--- src/rtl/threshold_fifo_queue.sv ---
// Parametrised synchronous FIFO with occupancy count, programmable almost-full/almost-empty
// flags, synchronous flush and a registered overflow pulse; any DEPTH >= 2.
module threshold_fifo_queue #(
    parameter int DATA_WIDTH             = 64,
    parameter int DEPTH                  = 16,
    parameter int PTR_WIDTH              = $clog2(DEPTH),
    parameter int COUNT_WIDTH            = $clog2(DEPTH + 1),
    parameter int ALMOST_FULL_THRESHOLD  = DEPTH - 2,
    parameter int ALMOST_EMPTY_THRESHOLD = 2
) (
    input  logic                   clk_in,
    input  logic                   reset_in,
    input  logic                   flush_in,
    input  logic [DATA_WIDTH-1:0]  request_in,
    input  logic                   request_valid_in,
    output logic                   request_ready_out,
    output logic [DATA_WIDTH-1:0]  request_out,
    output logic                   request_valid_out,
    input  logic                   issue_ack_in,
    output logic [COUNT_WIDTH-1:0] count_out,
    output logic                   is_empty_out,
    output logic                   is_full_out,
    output logic                   almost_full_out,
    output logic                   almost_empty_out,
    output logic                   overflow_out
);

    localparam logic [PTR_WIDTH-1:0]   LAST_PTR  = PTR_WIDTH'(DEPTH - 1);
    localparam logic [COUNT_WIDTH-1:0] FULL_CNT  = COUNT_WIDTH'(DEPTH);
    localparam logic [COUNT_WIDTH-1:0] AF_CNT    = COUNT_WIDTH'(ALMOST_FULL_THRESHOLD);
    localparam logic [COUNT_WIDTH-1:0] AE_CNT    = COUNT_WIDTH'(ALMOST_EMPTY_THRESHOLD);

    logic [DATA_WIDTH-1:0]  mem_r [DEPTH];
    logic [PTR_WIDTH-1:0]   rd_ptr_r;
    logic [PTR_WIDTH-1:0]   wr_ptr_r;
    logic [COUNT_WIDTH-1:0] count_next_s;
    logic                   push_s;
    logic                   pop_s;

    // Wrap by explicit compare so non-power-of-two depths work.
    function automatic logic [PTR_WIDTH-1:0] ptr_inc(input logic [PTR_WIDTH-1:0] ptr);
        logic [PTR_WIDTH-1:0] nxt;
        if (ptr == LAST_PTR) begin
            nxt = {PTR_WIDTH{1'b0}};
        end else begin
            nxt = ptr + PTR_WIDTH'(1);
        end
        return nxt;
    endfunction

    assign push_s = request_valid_in & request_ready_out & ~flush_in;
    assign pop_s  = issue_ack_in & request_valid_out & ~flush_in;

    // Next occupancy; flush overrides any concurrent push or pop.
    always_comb begin
        count_next_s = count_out;
        if (flush_in) begin
            count_next_s = {COUNT_WIDTH{1'b0}};
        end else begin
            case ({push_s, pop_s})
                2'b10:   count_next_s = count_out + COUNT_WIDTH'(1);
                2'b01:   count_next_s = count_out - COUNT_WIDTH'(1);
                default: count_next_s = count_out;
            endcase
        end
    end

    // Pointers, occupancy and all status outputs, registered from count_next.
    always_ff @(posedge clk_in or posedge reset_in) begin
        if (reset_in) begin
            rd_ptr_r          <= {PTR_WIDTH{1'b0}};
            wr_ptr_r          <= {PTR_WIDTH{1'b0}};
            count_out         <= {COUNT_WIDTH{1'b0}};
            is_empty_out      <= 1'b1;
            is_full_out       <= 1'b0;
            almost_full_out   <= 1'b0;
            almost_empty_out  <= 1'b1;
            request_ready_out <= 1'b1;
            request_valid_out <= 1'b0;
            overflow_out      <= 1'b0;
        end else begin
            if (flush_in) begin
                rd_ptr_r <= {PTR_WIDTH{1'b0}};
                wr_ptr_r <= {PTR_WIDTH{1'b0}};
            end else begin
                if (push_s) begin
                    wr_ptr_r <= ptr_inc(wr_ptr_r);
                end else begin
                    wr_ptr_r <= wr_ptr_r;
                end
                if (pop_s) begin
                    rd_ptr_r <= ptr_inc(rd_ptr_r);
                end else begin
                    rd_ptr_r <= rd_ptr_r;
                end
            end
            count_out         <= count_next_s;
            is_empty_out      <= (count_next_s == {COUNT_WIDTH{1'b0}});
            is_full_out       <= (count_next_s == FULL_CNT);
            almost_full_out   <= (count_next_s >= AF_CNT);
            almost_empty_out  <= (count_next_s <= AE_CNT);
            request_ready_out <= (count_next_s != FULL_CNT);
            request_valid_out <= (count_next_s != {COUNT_WIDTH{1'b0}});
            // A pop in the same cycle does not rescue a write against a full queue.
            overflow_out      <= request_valid_in & is_full_out & ~flush_in;
        end
    end

    // Entry storage; deliberately not reset, occupancy is tracked by the counter.
    always_ff @(posedge clk_in) begin
        if (push_s) begin
            mem_r[wr_ptr_r] <= request_in;
        end
    end

    assign request_out = request_valid_out ? mem_r[rd_ptr_r] : {DATA_WIDTH{1'b0}};

endmodule

--- config.mk ---
export PLATFORM = sky130hd
export DESIGN_NAME = threshold_fifo_queue
export DESIGN_NICKNAME = d
export VERILOG_FILES = /design/src/rtl/threshold_fifo_queue.sv
export SDC_FILE = /design/constraint.sdc
export NUM_CORES = 1
export LEC_CHECK = 0
export BUFFER_PORTS_ARGS = -buffer_cell sky130_fd_sc_hd__buf_2
export CAP_MARGIN = 10
export CORE_MARGIN = 2
export CORE_UTILIZATION = 25
export CTS_BUF_LIST = sky130_fd_sc_hd__clkbuf_8 sky130_fd_sc_hd__clkbuf_16
export DETAILED_ROUTE_END_ITERATION = 16
export GPL_TIMING_DRIVEN = 0
export PLACE_DENSITY = 0.48
export SETUP_SLACK_MARGIN = 0.05
export SLEW_MARGIN = 10
export SYNTH_ARGS = -nofsm -noshare
export SYNTH_HDL_FRONTEND = slang
export SYNTH_SLANG_ARGS = --single-unit
--- constraint.sdc ---
create_clock -name clk_in -period 7.8 [get_ports clk_in]
set_clock_uncertainty 0.05 [all_clocks]
set_input_delay 0.78 -clock clk_in [delete_from_list [all_inputs] [get_ports clk_in]]
set_output_delay 0.78 -clock clk_in [all_outputs]
set_load 0.05 [all_outputs]
Yosys cells after proc, flatten, opt, wreduce, memory -nomap -nowiden
Memories as Yosys holds them, arrays and structs flattened.
Index checks and enable logic that the tools add are counted.

word-level totals
  register bits = 20
  bits in writable memories = 1,024
  bits of input ports = 69
  output and inout port bits = 76
  word-level logic and storage cells = 45
  memories = 1

memories
  memory  depth  bits a word  read ports  clocked after memory_dff  write ports  line  RTL
  mem_r   16     64           1           0                         1            33    logic [DATA_WIDTH-1:0] mem_r [DEPTH];

operators by class
  add/subtract/negate cells = 4
  $lt $le $gt $ge = 2
  eq/ne operators = 6
  multiplexer cells = 11
  bitwise operators = 7
  reductions and logical operators = 4

operator list
  kind                 number
  $mux 64              1
  $mux 4               6
  $pmux 5 s2           1
  $add 4x1->4 const B  2
  $eq 4x4->1 const B   2
  $and 1x1->1          6
  $add 5x1->5 const B  1
  $eq 5x5->1 const B   1
  $ge 5x4->1 const B   1
  $le 5x2->1 const B   1
  $logic_not 5->1      1
  $mux 5               1
  $ne 5x5->1 const B   1
  $reduce_bool 5->1    1
  $sub 5x1->5 const B  1
  $reduce_bool 2->1    2
  $eq 2x1->1 const B   1
  $eq 2x2->1 const B   1
  $mux 1               2
  $not 1->1            1

Longest topological paths before layout
Gate-level depths: netlist of run 1.

  depth after elaboration = 6
  gate-level depth with buffers = 11

Least setup slack after synthesis of run 1
OpenSTA, ideal clock, no wires.

  path type = input port to flip-flop
  start = in request_valid_in
  end = mem mem_r[7][0] (enable)
  data arrival time = 5.504 ns
  required time = 7.185 ns
  slack = 1.681 ns
  cell stages on the path = 4
  cells stage by stage = nand2_1 -> nor2_1 -> inv_1 -> nor3_1

on the way
  longest elaborated chain between the ends = 4

ends and longest elaborated chain
  element                       line  RTL
  start: declaration            15    input logic request_valid_in,
  $and 1x1->1 (2 in a row)      51    assign push_s = request_valid_in & request_ready_out & ~flush_in;
  $mux 1                        111   if (push_s) begin
  $mux 1 (not written as such)  112   mem_r[wr_ptr_r] <= request_in;
  end: declaration              33

No other way between the ends.

Worst setup path in the final report of run 1
  start = reg rd_ptr_r[1]
  end = out request_out[48]

on the way
  longest elaborated chain between the ends = 2

ends and longest elaborated chain
  element                   line  RTL
  start: declaration        34    logic [PTR_WIDTH-1:0] rd_ptr_r;
  start signal: assignment  71    rd_ptr_r <= {PTR_WIDTH{1'b0}};
  start signal: assignment  83    rd_ptr_r <= {PTR_WIDTH{1'b0}};
  start signal: assignment  92    rd_ptr_r <= ptr_inc(rd_ptr_r);
  $mem_v2 16x64             n/a
  $mux 64                   116   assign request_out = request_valid_out ? mem_r[rd_ptr_r] : {DATA_WIDTH{1'b0}};
  end: declaration          17    output logic [DATA_WIDTH-1:0] request_out,

No other way between the ends.

==> results.cfg, run 1 <==
[pwr]
p_switching_w = 0.002710
power.share.switching_pct = 22.19
ir_drop_v = 0.0001523
comb_power_share_pct = 6.9
sequentialPowerShare_pct = 50.9
pwr-share-clk_pct = 42.3
leakage_nw = 14.62
cellPowerDensity_nw_per_um2 = 256.3
intPower_w = 0.009504

[hold_path]
min_path_type = in -> async

[cts]
clock_latency_ns = 0.71
cts_setup_buffers = 0
cts_buffer_depth = 3
htree_levels = 3
cts.sinks = 1044
cts_hold_buf = 0
cts_tree = done
clkTransAtPathRegs_ns = 0.06
cts_resized = 0
cts_made_buffers = 107
cts_root_buffer = clkbuf_16

[setup_path]
crit_path_max_fanout = 10
reg2reg_depth = 10
r2r-start = request_valid_out
critPathCaptureType = output pin
critPathLaunchType = flip-flop
reg2reg_setup_slack_ns = 4.33
endpoint = request_out[48]
critPathKind = reg -> out
cp-startpoint = rd_ptr_r[1]
crit_arrival_ns = 4.26
r2r-end = request_valid_out
cp.required_ns = 6.97

[detailed_routing]
routed_wl_um = 106900
drc = 0
dr.pass1.iters = 5
avgRoutedWirePerCell_um = 26.18
drtAntennaViolNets = 0
via_per_inst = 4.500
vias = 18380
drtIter0Drc = 2075

[sta]
grt_setup_unrepaired = false
fin_crit_ns = 5.092
fin_tns_setup_ns = 0
max_slew_margin_pct = 20.39
clock.fmax_ghz = 0.1964
finalCritPeriodShare_pct = 65.28
setup_viol = 0
max_slew.worst_pin.slew_ns = 1.194
final_hold_viol_count = 0
finalMaxSlewViolations = 0

[synth]
synthFlopType = edfxtp_1
ys_warn_count = 0
syn_avg_cell_area_um2 = 24.61
synth_top_area_cell = edfxtp_1
async_flop_share_pct = 1.916
synth_cells = 1625
seq_area_frac_synth_pct = 78.15
synth_enable_flop_cells = 1024
synth_top_area_share_pct = 76.89
synth_nets = 1702
synth_cell_types = 42
ys_top_cells_by_area = edfxtp_1 77%, mux4_2 18%, and2_1 1.1%
ys_ff_latch = 1044
syn_area_um2 = 39990

[run]
drv_cap = 0

[global_route]
grt.total_usage_pct = 13.03
grt_pass1_wl_um = 149400
grt_max_degree = 36
first_global_vias = 19590
antenna_found_initial = 33
grt-ovfl-total = 0

[place]
dp_cells = 3875
gp_congestion = 0.7322
dp_hpwl_um = 63980
port_buffers = 144

[layout]
nets = 1991
drive_gt1_share_pct = 35.43
fin_util_pct = 30.06
area_growth_pct = 19.17
final_cells = 4084

[die]
dieArea_um2 = 163200
coreArea_um2 = 158600
die_height_um = 404.0
rows = 146
die_w_um = 404.0
start_util_pct = 25.22
num_io_pins = 145

[status]
status = finished clean
==> kinds of logic (layout without fill, tap and decap cells) <==
kind of cell | Yosys count | after routing | synth area share, %
muxes | 321 | 321 | 18.05
AOI/OAI and AO/OA | 26 | 26 | 0.4349
other | 0 | 8 | 0
adders and majority gates | 8 | 8 | 0.2503
DFF | 1044 | 1044 | 78.15
xor gates and xnor gates | 8 | 8 | 0.1752
buffers and inverters | 93 | 472 | 1.151
and+or+nand+nor | 125 | 125 | 1.793
==> routing by layer <==
| metal | vias to the layer above | GRT usage, % | part of all wire [%] |
|---|---|---|---|
| met2 | 475 | 22.38 | 51 |
| li1 | 7591 | - | - |
| met4 | 24 | 4.484 | 2.6 |
| met1 | 10110 | 16.57 | 41 |
| met3 | 180 | 2.300 | 4.9 |
| met5 | - | 0 | 0.15 |
==> registers in the layout (all words and copies together) (netlist names) <==
| name | count |
|---|---|
| request_valid_out | 1 |
| almost_full_out | 1 |
| request_ready_out | 1 |
| is_full_out | 1 |
| overflow_out | 1 |
| wr_ptr_r | 4 |
| rd_ptr_r | 4 |
| is_empty_out | 1 |
| count_out | 5 |
| mem_r | 1024 |
| almost_empty_out | 1 |
==> layout make-up <==
type / instances / area (um2)
diodes: 8 / 20.02
plain buffers: 87 / 437.9
clock buffers: 111 / 2778
clock inverters: 88 / 780.7
fillers: 15230 / 110900
inverters: 6 / 22.52
multi-input cells: 488 / 8341
flip-flops and latches: 1044 / 31250
well taps: 2072 / 2592
repair buffers: 180 / 1433
==> through the flow <==
step,total power [W],hold slack [ns],area (um2),setup WS [ns]
floorplan,0.006873,0.5063,39990,1.681
global placement,0.007174,0.4627,43310,-5.591
detailed placement,0.007196,0.4817,44050,3.366
CTS,0.01236,0.1745,47610,2.574
global route,0.01259,0.2559,47640,2.584
finish,0.01221,0.2110,47660,2.708
==> placed cells by master, fill, tap and decap left out, types with 9 or more instances in the layout <==
cell	instances
dfrtp_1	17
bufinv_16	13
buf_4	26
mux4_2	320
clkinv_2	13
clkbuf_16	111
nor2_1	15
nand2_1	9
clkinv_1	25
buf_2	158
clkbuf_1	49
inv_1	28
and2_1	65
buf_16	17
a21oi_1	10
edfxtp_1	1024
==> Yosys cell counts, types with 5 or more instances <==
cell      instances
dfrtp_1          17
inv_1             6
clkbuf_1         49
mux4_2          320
xor2_1            5
and2_1           73
buf_4            19
and3_1            6
buf_2            14
edfxtp_1       1024
nand3_1           8
nand2_1           9
a21oi_1          10
nor2_1           16
ha_1              8
==> worst min-delay path by stage <==
| stage | start | endpoint | slack [ns] | depth (start not counted) |
|---|---|---|---|---|
| global route | reset_in | overflow_out | 0.26 | 2 |
| global placement | is_full_out | overflow_out | 0.46 | 1 |
| floorplan | wr_ptr_r[1] | wr_ptr_r[1] | 0.51 | 2 |
| finish | reset_in | overflow_out | 0.21 | 2 |
| detailed placement | is_full_out | overflow_out | 0.48 | 1 |
| CTS | reset_in | overflow_out | 0.17 | 2 |
==> worst max-delay path: stages (launching register included) <==
cell and delay [ns]:
dfrtp_1 0.36, clkbuf_1 0.49, buf_2 0.45, clkbuf_1 0.80, mux4_2 0.42, mux4_2 0.48, and2_1 0.28, buf_2 0.26
==> power groups by stage <==
stage	combinational, W	clock, W	sequential [W]
6_report	0.000838	0.00516	0.00621
5_1_grt	0.000897	0.00548	0.00621
4_1_cts	0.000865	0.00528	0.00621
3_5_place_dp	0.000864	0	0.00633
3_3_place_gp	0.000840	0	0.00633
2_1_floorplan	0.000528	0	0.00634
Power figures use the tool's default switching activity.
==> run 2, diff against run 1 <==
Settings changed: PLACE_DENSITY 0.48 to 0.49.
Clock period 7.8 ns to 4.6 ns, I/O delays scaled along.
==> run 2 against run 1 <==
Global-route usage about the same. Sequential share of layout area up 0.38 points. Clock power up 54%. Sequential power up 69%. Critical path depth down 2. First-iteration DRC count down 6.6%. Sequential cell count unchanged. Wire length down 0.12%. Final area down 0.57%. Final cell count down 0.39%. Highest routed layer unchanged.
==> results.cfg, run 2 (same netlist as run 1, synthesis figures left out) <==
[cts]
cts.sinks = 1044
cts_made_buffers = 102
cts_buffer_depth = 3
cts_tree = done
cts_setup_buffers = 0
htree_levels = 3
clock_latency_ns = 0.69
clkTransAtPathRegs_ns = 0.06
cts_root_buffer = clkbuf_16

[layout]
top_regs = mem_r (1024), count_out (5)
layout_commonest_cell = edfxtp_1
regMostFlops = mem_r
most-common-layout-cells = 1024 x edfxtp_1, 320 x mux4_2, 158 x buf_2
fin_util_pct = 29.89
largest_register_ffs = 1024
area_growth_pct = 18.49
drive_gt1_share_pct = 35.66
finalInstanceArea_um2 = 47390
nets = 1986

[global_route]
grt_pass1_wl_um = 148700
antenna_found_initial = 33
first_global_vias = 19850
grt.total_usage_pct = 13.02
grt_max_degree = 36
grt-ovfl-total = 0

[pwr]
cellPowerDensity_nw_per_um2 = 419.9
totalPowerFinal_w = 0.01990
leakage_nw = 14.50
ir_drop_v = 0.0002435

[sta]
postLayoutSetupSlackWorst_ns = 0.1663
holdWs_ns = 0.08053
final_hold_viol_count = 0
setup_viol = 0
max_slew_margin_pct = 18.42
max_slew.worst_pin.slew_ns = 1.224
fin_crit_ns = 4.434
clock.fmax_ghz = 0.2255
finalCritPeriodShare_pct = 96.38
grt_setup_unrepaired = false
finalMaxSlewViolations = 0

[die]
die_w_um = 404.0
num_io_pins = 145
dieArea_um2 = 163200
start_util_pct = 25.22
coreArea_um2 = 158600
rows = 146
die_height_um = 404.0

[detailed_routing]
via_per_inst = 4.506
routed_wl_um = 106800
drtAntennaViolNets = 0
dr.pass1.iters = 5
drtIter0Drc = 1938
drc = 0
vias = 18330
avgRoutedWirePerCell_um = 26.25

[place]
gp_congestion = 0.7122
port_buffers = 144
pre_cts_ws_ns = 0.4039
dp_hpwl_um = 63290
dpl-instance-area_um2 = 44170

[setup_path]
crit_chain = buf_1, clkbuf_1, mux4_2, and2_1, buf_2
crit_buf_inv = 3
critPathKind = reg -> out
cpPeakStageDelay_ns = 0.88
path_delay_family = buffers and inverters
crit_arrival_ns = 3.92
cp.required_ns = 4.09
critPathCaptureType = output pin
critPathLaunchType = flip-flop
crit_slowest_cell = clkbuf_1
crit_path_max_fanout = 10

[status]
status = finished clean

[hold_path]
min_path_type = in -> reg

[run]
drv_cap = 0
[run 2: final timing paths]
path | startpoint | to | slack (ns) | depth (start not counted)
setup / recovery | rd_ptr_r[3] | request_out[48] | 0.17 | 5
hold / removal | request_valid_in | wr_ptr_r[1] | 0.08 | 3
setup reg to reg | request_ready_out | request_valid_out | 1.13 | 11
hold reg to reg | is_full_out | overflow_out | 0.51 | 1
max in group asynchronous | reset_in | rd_ptr_r[2] | 3.52 | 3
min in group asynchronous | reset_in | count_out[2] | 0.44 | 3
[run 2: repair_timing]
action	CTS	global route
endpoints found under the setup margin	64	3
hold buffers	2	0
resized for setup	14	6
gates cloned	0	0
hold endpoints to repair	18	0
[run 2: area by class of cell]
class / count / area, um2
plain buffers: 87 / 457.9
clock buffers: 104 / 2603
repair buffers: 180 / 1556
inverters: 6 / 22.52
diodes: 5 / 12.51
fillers: 15250 / 111200
flip-flops and latches: 1044 / 31250
well taps: 2072 / 2592
multi-input cells: 488 / 8347
clock inverters: 82 / 541.8
[run 2: per-layer routing]
metal	vias up	GRT usage, %	wire [um]
met1	10010	16.00	42750
li1	7571	-	-
met5	-	0	189
met3	198	2.683	5948
met2	519	22.75	55070
met4	30	4.399	2842
[run 2: power by group]
group | total, W | internal (W) | leakage [nW] | switching (W)
logic | 0.00143 | 0.000519 | 3.41 | 0.000906
clock network | 0.00794 | 0.00442 | 1.60 | 0.00352
registers | 0.0105 | 0.0105 | 9.49 | 0.0000232
total | 0.0199 | 0.0154 | 14.5 | 0.00445
[run 2: metrics by stage]
stage,TNS (ns),instances
after floorplan,0,1625
after global placement,-1440.11,3841
after detailed placement,0,3874
after CTS,0,4062
final,0,4068
after global routing,0,4066
[run 2: worst reg2reg max path: stages, from the launching register on]
cell and delay [ns]:
dfstp_2 0.59, nand2_1 0.17, nor2_1 0.20, inv_1 0.19
ha_1 0.34, xor2_1 0.20, ha_1 0.23, a21oi_1 0.15
xor2_1 0.29, nor2_1 0.09, xnor2_1 0.41, a41oi_1 0.34
